`config.mk`:
```
export PLATFORM = sky130hd
export DESIGN_NAME = alu_seq
export DESIGN_NICKNAME = d
export VERILOG_FILES = /design/src/rtl/alu_seq.sv
export SDC_FILE = /design/constraint.sdc
export NUM_CORES = 1
export LEC_CHECK = 0
export ABC_AREA = 1
export ABC_CLOCK_PERIOD_IN_PS = 1800
export CAP_MARGIN = 10
export CORE_UTILIZATION = 40
export CTS_BUF_LIST = sky130_fd_sc_hd__clkbuf_4 sky130_fd_sc_hd__clkbuf_8
export DETAILED_ROUTE_END_ITERATION = 10
export PLACE_DENSITY_LB_ADDON = 0.25
export SLEW_MARGIN = 25
export SYNTH_ARGS = -nofsm -noshare
export SYNTH_HDL_FRONTEND = slang
export SYNTH_SLANG_ARGS = --single-unit
```
`constraint.sdc`:
```
create_clock -name clk -period 1.8 [get_ports clk]
set_input_delay 0.18 -clock clk [delete_from_list [all_inputs] [get_ports clk]]
set_output_delay 0.18 -clock clk [all_outputs]
set_load 0.01 [all_outputs]
```
`src/rtl/alu_seq.sv`:
```
// Multi-cycle add/sub/mul/div sequencer that borrows the shared 8-bit add/sub ALU.
// Latency: ADD/SUB/DIV-by-0 = 2 cycles start->done; MUL/DIV = 9 cycles start->done.
// Backpressure: start is ignored while busy; a start seen in the done cycle is accepted with no bubble.
module alu_seq (
  input  logic        clk,
  input  logic        rst_n,
  input  logic        start,
  input  logic [1:0]  op,
  input  logic [7:0]  opa,
  input  logic [7:0]  opb,
  output logic        busy,
  output logic        done,
  output logic        err,
  output logic [15:0] result,
  output logic [7:0]  alu_a,
  output logic [7:0]  alu_b,
  output logic        alu_sub,
  input  logic [7:0]  alu_out
);

  typedef enum logic [1:0] {
    S_IDLE = 2'd0,
    S_RUN  = 2'd1,
    S_DONE = 2'd2
  } state_t;

  localparam logic [1:0] OP_ADD = 2'd0;
  localparam logic [1:0] OP_SUB = 2'd1;
  localparam logic [1:0] OP_MUL = 2'd2;
  localparam logic [1:0] OP_DIV = 2'd3;

  state_t      state_q;
  logic [1:0]  op_q;
  logic [7:0]  a_q;      // A / multiplicand M
  logic [7:0]  b_q;      // B / divisor D
  logic [7:0]  hi_q;     // P_hi for MUL, remainder R for DIV
  logic [7:0]  lo_q;     // P_lo for MUL, quotient Q for DIV
  logic [2:0]  cnt_q;
  logic        busy_q;
  logic        done_q;
  logic        err_q;
  logic [15:0] result_q;

  logic [7:0]  hi_d;
  logic [7:0]  lo_d;
  logic [15:0] result_d;
  logic        err_d;
  logic        fin;
  logic        c_add;
  logic        c_sub;
  logic        div_ok;
  logic        last_iter;

  assign busy   = busy_q;
  assign done   = done_q;
  assign err    = err_q;
  assign result = result_q;

  assign last_iter = (cnt_q == 3'd7);

  // ALU drive: operands come straight from state registers; parked at zero outside RUN
  always_comb begin
    alu_a   = 8'h00;
    alu_b   = 8'h00;
    alu_sub = 1'b0;
    if (state_q == S_RUN) begin
      case (op_q)
        OP_ADD: begin
          alu_a = a_q;
          alu_b = b_q;
        end
        OP_SUB: begin
          alu_a   = a_q;
          alu_b   = b_q;
          alu_sub = 1'b1;
        end
        OP_MUL: begin
          alu_a = hi_q;
          alu_b = lo_q[0] ? a_q : 8'h00;
        end
        default: begin
          // divide by zero never touches the ALU
          if (b_q != 8'h00) begin
            alu_a   = {hi_q[6:0], lo_q[7]};
            alu_b   = b_q;
            alu_sub = 1'b1;
          end
        end
      endcase
    end
  end

  // Carry/no-borrow reconstructed from ALU operands and sum since ALU flags are unused
  always_comb begin
    c_add = (alu_a[7] & alu_b[7]) | ((alu_a[7] | alu_b[7]) & ~alu_out[7]);
    c_sub = (alu_a[7] & ~alu_b[7]) | ((alu_a[7] | ~alu_b[7]) & ~alu_out[7]);
  end

  // Iteration datapath and completion decode for the current RUN cycle
  always_comb begin
    hi_d     = hi_q;
    lo_d     = lo_q;
    result_d = result_q;
    err_d    = 1'b0;
    fin      = 1'b0;
    // R[7] set means the shifted-out bit makes the trial remainder exceed any 8-bit divisor
    div_ok   = c_sub | hi_q[7];
    if (state_q == S_RUN) begin
      case (op_q)
        OP_ADD: begin
          fin      = 1'b1;
          result_d = {7'b0, c_add, alu_out};
        end
        OP_SUB: begin
          fin      = 1'b1;
          result_d = {7'b0, ~c_sub, alu_out};
        end
        OP_MUL: begin
          hi_d = {c_add, alu_out[7:1]};
          lo_d = {alu_out[0], lo_q[7:1]};
          if (last_iter) begin
            fin      = 1'b1;
            result_d = {hi_d, lo_d};
          end
        end
        default: begin
          if (b_q == 8'h00) begin
            fin      = 1'b1;
            err_d    = 1'b1;
            result_d = 16'hFFFF;
          end else begin
            hi_d = div_ok ? alu_out : alu_a;
            lo_d = {lo_q[6:0], div_ok};
            if (last_iter) begin
              fin      = 1'b1;
              result_d = {hi_d, lo_d};
            end
          end
        end
      endcase
    end
  end

  // Control FSM with registered status outputs; accepting from DONE avoids an idle bubble
  always_ff @(posedge clk or negedge rst_n) begin
    if (!rst_n) begin
      state_q  <= S_IDLE;
      op_q     <= OP_ADD;
      a_q      <= 8'h00;
      b_q      <= 8'h00;
      hi_q     <= 8'h00;
      lo_q     <= 8'h00;
      cnt_q    <= 3'd0;
      busy_q   <= 1'b0;
      done_q   <= 1'b0;
      err_q    <= 1'b0;
      result_q <= 16'h0000;
    end else begin
      done_q <= 1'b0;
      case (state_q)
        S_RUN: begin
          hi_q  <= hi_d;
          lo_q  <= lo_d;
          cnt_q <= cnt_q + 3'd1;
          if (fin) begin
            state_q  <= S_DONE;
            busy_q   <= 1'b0;
            done_q   <= 1'b1;
            err_q    <= err_d;
            result_q <= result_d;
          end
        end
        default: begin
          // S_IDLE and S_DONE both accept a new request
          if (start) begin
            state_q <= S_RUN;
            busy_q  <= 1'b1;
            op_q    <= op;
            a_q     <= opa;
            b_q     <= opb;
            hi_q    <= 8'h00;
            lo_q    <= (op == OP_MUL) ? opb : opa;
            cnt_q   <= 3'd0;
          end else begin
            state_q <= S_IDLE;
          end
        end
      endcase
    end
  end

endmodule

```
Word-level counts from Yosys, hierarchy flattened. Cells that the tools add are included.

Add/subtract/negate cells: 1. Equality and inequality tests: 9. Multiplexer cells: 40. Bitwise gates (word level): 13. Reduce and logical (&&, ||, !) cells: 13.

Operators by type and width (number): $mux W8 (13); $pmux W8 S2 (4); $mux W16 (3); $pmux W16 S3 (1); $mux W1 (13); $logic_not A8 Y1 (1); $reduce_bool A8 Y1 (1); $mux W3 (2); $ne A2 B2 Y1 const B (3); $reduce_and A2 Y1 (3); $or A1 B1 Y1 (5); $and A1 B1 Y1 (4); $eq A2 B1 Y1 const B (2); $eq A2 B2 Y1 const B (2); $mux W2 (2); $not A1 Y1 (4); $pmux W1 S2 (2); $reduce_and A4 Y1 (1); $reduce_bool A4 Y1 (1); $reduce_or A2 Y1 (2); $add A3 B1 Y3 const B (1); $eq A3 B3 Y1 const B (1); $ne A3 B2 Y1 const B (1); $reduce_and A3 Y1 (1); 3 further kinds (3).

Register bits: 58. Input port bits: 29. Output and inout bits: 36. Word-level logic and storage cells: 87.

Logic depth before layout (Yosys ltp). Gate-level depths: netlist (run 1).

Word-level depth: 13. Depth in mapped cells: 12. Depth with buffers taken out: 11.

Worst setup path before layout (run 1). No wires, ideal clock.

Kind: register to register. Start: reg op_q[1]. End: reg hi_q[4]. Setup time: 117 ps. Arrival: 1387 ps. Required time: 1683 ps. Path slack: 296 ps. Cell stages (with the launch flop): 12. Path buffers: 1. Clock period less this slack: 1504 ps. Cells stage by stage: dfrtp_1 buf_4 nand3_1 nand3_1 nor2_2 nand3_4 nand3_4 nand2_2 nand2_1 nand2_1 nand3_1 nand2_1.

Longest elaborated chain between the ends: 13. Elaborated cells on any way between the ends: 21. Those cells by class: 4 x eq/ne; 8 x mux; 6 x bitwise; 3 x reduce/logical.

RTL lines: start: declaration (line 33) `logic [1:0] op_q;`; start signal: assignment (line 178) `op_q <= op;`; $eq A2 B1 Y1 / $logic_not A2 Y1 (equally long branches) (line 67, 109); $reduce_or A2 Y1 (no source line); $pmux W8 S2 (line 67) `case (op_q)`; $mux W8 (line 66) `if (state_q == S_RUN) begin`; $not A1 Y1 (line 96) `c_sub = (alu_a[7] & ~alu_b[7]) | ((alu_a[7] | ~alu_b[7]) & ~alu_out[7]);`; $or A1 B1 Y1 (line 96); $and A1 B1 Y1 (line 96); $or A1 B1 Y1 (line 96); $or A1 B1 Y1 (line 107) `div_ok = c_sub | hi_q[7];`; $mux W8 (line 132) `hi_d = div_ok ? alu_out : alu_a;`; $mux W8 (line 127) `if (b_q == 8'h00) begin`; $pmux W8 S2 (line 109) `case (op_q)`; $mux W8 (line 160) `case (state_q)`; end signal: assignment (line 162) `hi_q <= hi_d;`; end: declaration (line 36) `logic [7:0] hi_q;`.

Several ways; a longest one is shown, not always the timed one. The select of a mux whose other input is x is not followed. A chain may end at the register's enable or synchronous reset.

Final worst setup path (run 1).
Start: reg op_q[1]. End: reg hi_q[0].

The elaborated chain is that of the path after synthesis.

==> results.cfg, run 1 <==
[run_status]
status = finished with violations
violations = design-rule violations, negative setup slack

[logic_synthesis]
synth_nets = 495
synth_common_cells = nand2_1 (111), dfrtp_1 (58), nor2_1 (52), inv_1 (49), o21ai_0 (39)
ys_top_cells_by_area = dfrtp_1 (43%), nand2_1 (12%), o21ai_0 (5.8%), nor2_1 (5.8%), inv_1 (5.5%)
synth_top_cell_by_area = dfrtp_1
ys_ff_latch = 58
yosysUniqueCellTypes = 30
yosysTopAreaCellShare = 0.432
syn_inst = 464
synth-edff-count = 0
synth_ff_type = dfrtp_1
syn_avg_cell_area_um2 = 7.24
synth_most_common_cell = nand2_1
syn_area_mm2 = 0.00336
synth_seq_area_share = 0.432
async_flop_share = 1.00
yosysWarnings = 0

[placed_design]
hpwl_um = 8020
post-place-ws_ps = -36.7
dp_cells = 664
place_congestion = 0.955
numPortBuffers = 64
dpl_cell_area_mm2 = 0.00445

[die]
start_util = 0.411
rows = 33
dieWidth_um = 93.6
die_h_um = 93.6
io_pins = 65
core-area_mm2 = 0.00818
die-area_mm2 = 0.00877

[sta]
worst_pin_slew_ps = 647
min_period_ps = 1800
setup-tns-final_ps = -4.35
setup_ws_ps = -4.35
setup_viol = 1
max_freq_mhz = 554
relSlewSlack = 0.568
period_share = 1.00
finClkSkew_ps = 12.8
whs_ps = 416
report.final.slew_viol_count = 0
rsz0062_at_grt = true
hold_viol = 0

[critical_path]
timing.rr.start = op_q[1]$_DFFE_PN0P_
crit_path_cell_trace = inv_2 > nor2_2 > buf_6 > nand2_4 > nand4_1 > nand3_4 > buf_6 > nand4_1 > nand3_1 > nand2_1 > nand2_1 > nand2_1
crit_path_max_incr_delay_ps = 450
cp_top_family = simple AND/OR/NAND/NOR gates
path_class = reg2reg
cp_common_cell = nand2_1
cp_slowest_cell = dfrtp_2
end_kind = flop
critPathLaunchType = flop
cp.arrival_ps = 2020
cp_max_fo = 8
cp-startpoint = op_q[1]$_DFFE_PN0P_
crit_buf_inv = 3
required_ps = 2010

[pwr]
power_density_mw_per_mm2 = 1980
ir_drop_mv = 0.756
power_mw = 9.67
leakage_nw = 2.45

[clock_network]
insertion_delay_ps = 330
clockBufferDepth = 2
cts.reportedPaths.clkPinSlew_ps = 80
cts_buffers = 9
cts_tree = yes
numClockSinks = 58
htreeDepth = 3
cts_root_buf = clkbuf_8

[global_route]
grt_max_degree = 33
first_global_vias = 3316
antenna_found_initial = 0
overflow = 0
grt.total_usage = 0.254
grt_pass1_wl_um = 16800

[flow_run]
drv_cap = 0

[drt]
num_vias = 3656
first_iter_violations = 228
vias_per_cell = 5.26
postRouteAntennaNets = 0
wl_per_cell_um = 15.8
wl_um = 11000
drc_errors = 1
dr.pass1.iters = 10

[worst_hold_path]
min_path_type = in2async

[layout]
area_delta_synth_final_pct = 45.2
post_layout_nonfiller_instances = 695
final_util = 0.597
drive_gt1_frac = 0.258
final_net_count = 616
fillers = 746
fin_area_mm2 = 0.00488
diodes = 0
## worst reg2reg max path: cells and delay by family, from the launching register on
family,cells,cell delay [ps]
flops,1,450
simple gates,9,880
buf+inv,3,380
## routing by layer
metal	part of all wire	wire, µm	track usage
met3	0.053	587	0.0382
met1	0.44	4790	0.337
met4	0.020	222	0.0808
met2	0.49	5390	0.423
met5	0	0	0
## final cells by class
class	instances	area (µm²)	share of cell area
timing repair buffer	130	1150	0.236
inverter	55	215	0.0441
tap	105	131	0.0269
multi-input combinational	330	1720	0.352
timing repair inverter	1	7.51	0.00154
clock inverter	5	53.8	0.0110
clock buffer	11	145	0.0298
sequential	58	1450	0.298
## final timing paths
kind | endpoint | slack [ps] | cells past startpoint
max reg2reg | hi_q[0]$_DFFE_PN0P_ | -4 | 12
min reg2reg | busy$_DFFE_PN0P_ | 490 | 2
min in group clk | a_q[0]$_DFFE_PN0P_ | 430 | 3
max | hi_q[0]$_DFFE_PN0P_ | -4 | 12
max in group asynchronous | hi_q[0]$_DFFE_PN0P_ | 770 | 3
min | state_q[0]$_DFFE_PN0P_ | 420 | 2
## registers in the layout (all words and copies together), names as in the netlist
register  cells
lo_q          8
cnt_q         3
busy          1
b_q           8
done          1
result       16
a_q           8
err           1
state_q       2
hi_q          8
op_q          2
## repair_timing
action / CTS / global route
hold buffers: 1 / 0
endpoints found under the setup margin: 21 / 46
gates resized for setup: 70 / 44
gates cloned: 0 / 2
pin swaps: 7 / 16
hold endpoints to repair: 26 / 0
setup buffers: 4 / 8
## layout by cell type (no fill, tap or decap), drive strengths merged, types with 8 or more instances in the layout
cell type / Yosys / routed
a21oi: 35 / 35
clkbuf: 10 / 14
buf: 12 / 77
nor3: 8 / 8
nor2: 57 / 57
nand4: 8 / 8
o211ai: 11 / 11
inv: 54 / 53
clkdlybuf4s50: 0 / 46
o21ai: 47 / 47
nand3: 27 / 28
nand2: 123 / 123
dfrtp: 58 / 58
## where the power goes
group	internal, mW	total (mW)	leakage (nW)	switching [mW]
Clock	0.688	1.23	0.106	0.546
Combinational	2.70	6.02	1.63	3.32
Sequential	1.92	2.41	0.709	0.496
Total	5.31	9.67	2.45	4.36
## logic make-up (layout without fill, tap and decap cells)
logic type	after synthesis	after routing	synth area share
and+or+nand+nor	225	226	0.299
AOI/OAI and AO/OA	102	102	0.165
buffers and inverters	77	202	0.0961
DFF	58	58	0.432
adders and majority gates	2	2	0.00745
(Power assumes the default switching activity.)
==> inputs of run 2 (changes only) <==
==> constraint.sdc (replaced) <==
create_clock -name clk -period 1.8 [get_ports clk]
set_input_delay 0.45 -clock clk [delete_from_list [all_inputs] [get_ports clk]]
set_output_delay 0.45 -clock clk [all_outputs]
set_load 0.01 [all_outputs]
==> run 2 against run 1 <==
Global-route usage increased by 1.8 points. Critical path type is now reg2out. Maximum frequency decreased by 16%. Flip-flop and latch count unchanged. Clock skew decreased by 8.1 ps. Largest cell class unchanged. Worst hold slack got worse by 340 ps. The flow still finishes with violations (design-rule violations, negative setup slack). Total power increased by 12%. First-iteration DRC count increased by 23%.
==> results.cfg, run 2 (synthesis gave the netlist of run 1 again) <==
[die]
start_util = 0.411
dieWidth_um = 93.6
io_pins = 65
rows = 33
die_h_um = 93.6
die-area_mm2 = 0.00877
core-area_mm2 = 0.00818

[layout]
drive_gt1_frac = 0.351
layout_commonest_cell = nand2_1
final_net_count = 633
area_delta_synth_final_pct = 57.9
seq_area_mm2 = 0.00145
fin_area_mm2 = 0.00531
diodes = 0
largest_reg_flops = 16
multi_input_area_mm2 = 0.00198
final_util = 0.649
fillers = 673
mostFrequentLayoutCells = nand2_1 (97), buf_4 (60), dfrtp_1 (56)

[pwr]
p_int_mw = 5.95
clkPwrFrac = 0.129
ir_drop_mv = 0.779
seq_power_share = 0.225
power_mw = 10.8
pwr-share-comb = 0.646
leakage_nw = 2.58
power_density_mw_per_mm2 = 2040
swShare = 0.450
p_sw_mw = 4.87

[drt]
dr.pass1.iters = 10
wl_per_cell_um = 16.5
vias_per_cell = 5.37
wl_um = 11800
postRouteAntennaNets = 0
num_vias = 3824
first_iter_violations = 281
drc_errors = 1

[global_route]
grt.total_usage = 0.271
antenna_found_initial = 0
grt_pass1_wl_um = 17800
grt_max_degree = 59
first_global_vias = 3642
overflow = 0

[clock_network]
insertion_delay_ps = 360
cts_buffers = 9
cts.reportedPaths.clkPinSlew_ps = 70
htreeDepth = 3
numClockSinks = 58
cts_tree = yes
cts_root_buf = clkbuf_8
clockBufferDepth = 2
cts_hold_buf = 0

[sta]
report.final.slew_viol_count = 0
worst_pin_slew_ps = 451
max_freq_mhz = 464
period_share = 1.20
setup_viol = 35
hold_viol = 0
min_period_ps = 2160
rsz0062_at_grt = true
setup-tns-final_ps = -6460
finClkSkew_ps = 4.69
relSlewSlack = 0.698
setup_ws_ps = -357

[critical_path]
required_ps = 1350
cp.arrival_ps = 1710
cp_max_fo = 4
cp_common_cell = buf_6
cp_slowest_cell = dfrtp_1
crit_path_max_incr_delay_ps = 430
crit_path_cell_trace = buf_6 > nand2_8 > buf_6 > buf_4 > o22ai_1 > nor2_1 > nand2_1 > inv_1 > buf_2
critPathLaunchType = flop
path_class = reg2out
end_kind = output port

[run_status]
status = finished with violations
violations = design-rule violations, negative setup slack

[flow_run]
drv_cap = 0

[placed_design]
dpl_cell_area_mm2 = 0.00448
numPortBuffers = 64
hpwl_um = 7730
place_congestion = 0.939

[worst_hold_path]
min_path_type = in2async
-- run 2: changes by cell type in the layout (fill, tap and decap cells not counted), moves of 5 or more --
cell	change
nor2_4	+5
nor2_2	+5
nor3_2	+6
a21oi_2	+8
buf_4	+10
nand2_4	+5
a21oi_1	-8
nand3_2	+5
nor3_1	-6
buf_6	+12
nand3_1	-8
nor2_1	-10
inv_1	-5
-- run 2: area by class of cell --
cell class / count / area share
well taps: 105 / 0.0248
inverters: 55 / 0.0413
flip-flops and latches: 58 / 0.274
repair buffers: 147 / 0.246
clock buffers: 11 / 0.0274
clock inverters: 5 / 0.0146
multi-input cells: 331 / 0.372
-- run 2: power groups by stage --
stage | Combinational, mW | Clock, mW | Sequential (mW)
after floorplan | 3.02 | 0 | 2.35
after global placement | 5.45 | 0 | 2.38
after detailed placement | 5.50 | 0 | 2.39
after CTS | 5.90 | 1.40 | 2.39
after global routing | 7.51 | 1.46 | 2.51
final | 6.99 | 1.39 | 2.44
-- run 2: worst max-delay path, delay by kind of cell (launching register included) --
| family | cells | cell delay, ps |
|---|---|---|
| compound gates | 1 | 120 |
| flops | 1 | 430 |
| buf+inv | 5 | 580 |
| simple gates | 3 | 210 |
-- run 2: metrics by stage --
stage          worst slack (ps)  hold slack [ps]  std cells
2_1_floorplan              41.3              154        464
3_3_place_gp               -295              456        670
3_5_place_dp               -310              466        670
4_1_cts                    -270              107        699
5_1_grt                    -392              115        712
6_report                   -357             75.8        712
-- run 2: metal layers --
metal | routed length (µm) | vias to the layer above | GRT usage
li1 | - | 1794 | -
met2 | 5840 | 168 | 0.449
met4 | 508 | 0 | 0.133
met1 | 4700 | 1824 | 0.340
met3 | 706 | 38 | 0.0480
met5 | 0 | - | 0
-- run 2: path summary, 6_finish.rpt --
| kind | start | end | slack, ps | cells after the start |
|---|---|---|---|---|
| worst min-delay path | rst_n | state_q[1]$_DFFE_PN0P_ | 80 | 2 |
| worst min register to register | busy$_DFFE_PN0P_ | busy$_DFFE_PN0P_ | 480 | 2 |
| worst max register to register | op_q[0]$_DFFE_PN0P_ | result[8]$_DFFE_PN0P_ | -150 | 14 |
| worst max-delay path | op_q[0]$_DFFE_PN0P_ | alu_a[5] | -360 | 9 |
| min in group clk | busy$_DFFE_PN0P_ | busy$_DFFE_PN0P_ | 480 | 2 |
| max in group asynchronous | rst_n | lo_q[0]$_DFFE_PN0P_ | 1430 | 2 |
-- run 2: timing repair --
action	in CTS	in global routing
pin swaps	21	38
gates cloned	2	0
setup endpoints to repair	33	50
setup buffers	12	16
resized for setup	107	88
==> inputs of run 3 (changes only) <==
Settings changed: CTS_CLUSTER_DIAMETER set to 200.
==> results of run 3 <==
Same layout as run 2: the final DEF is identical, and so are final timing and power.
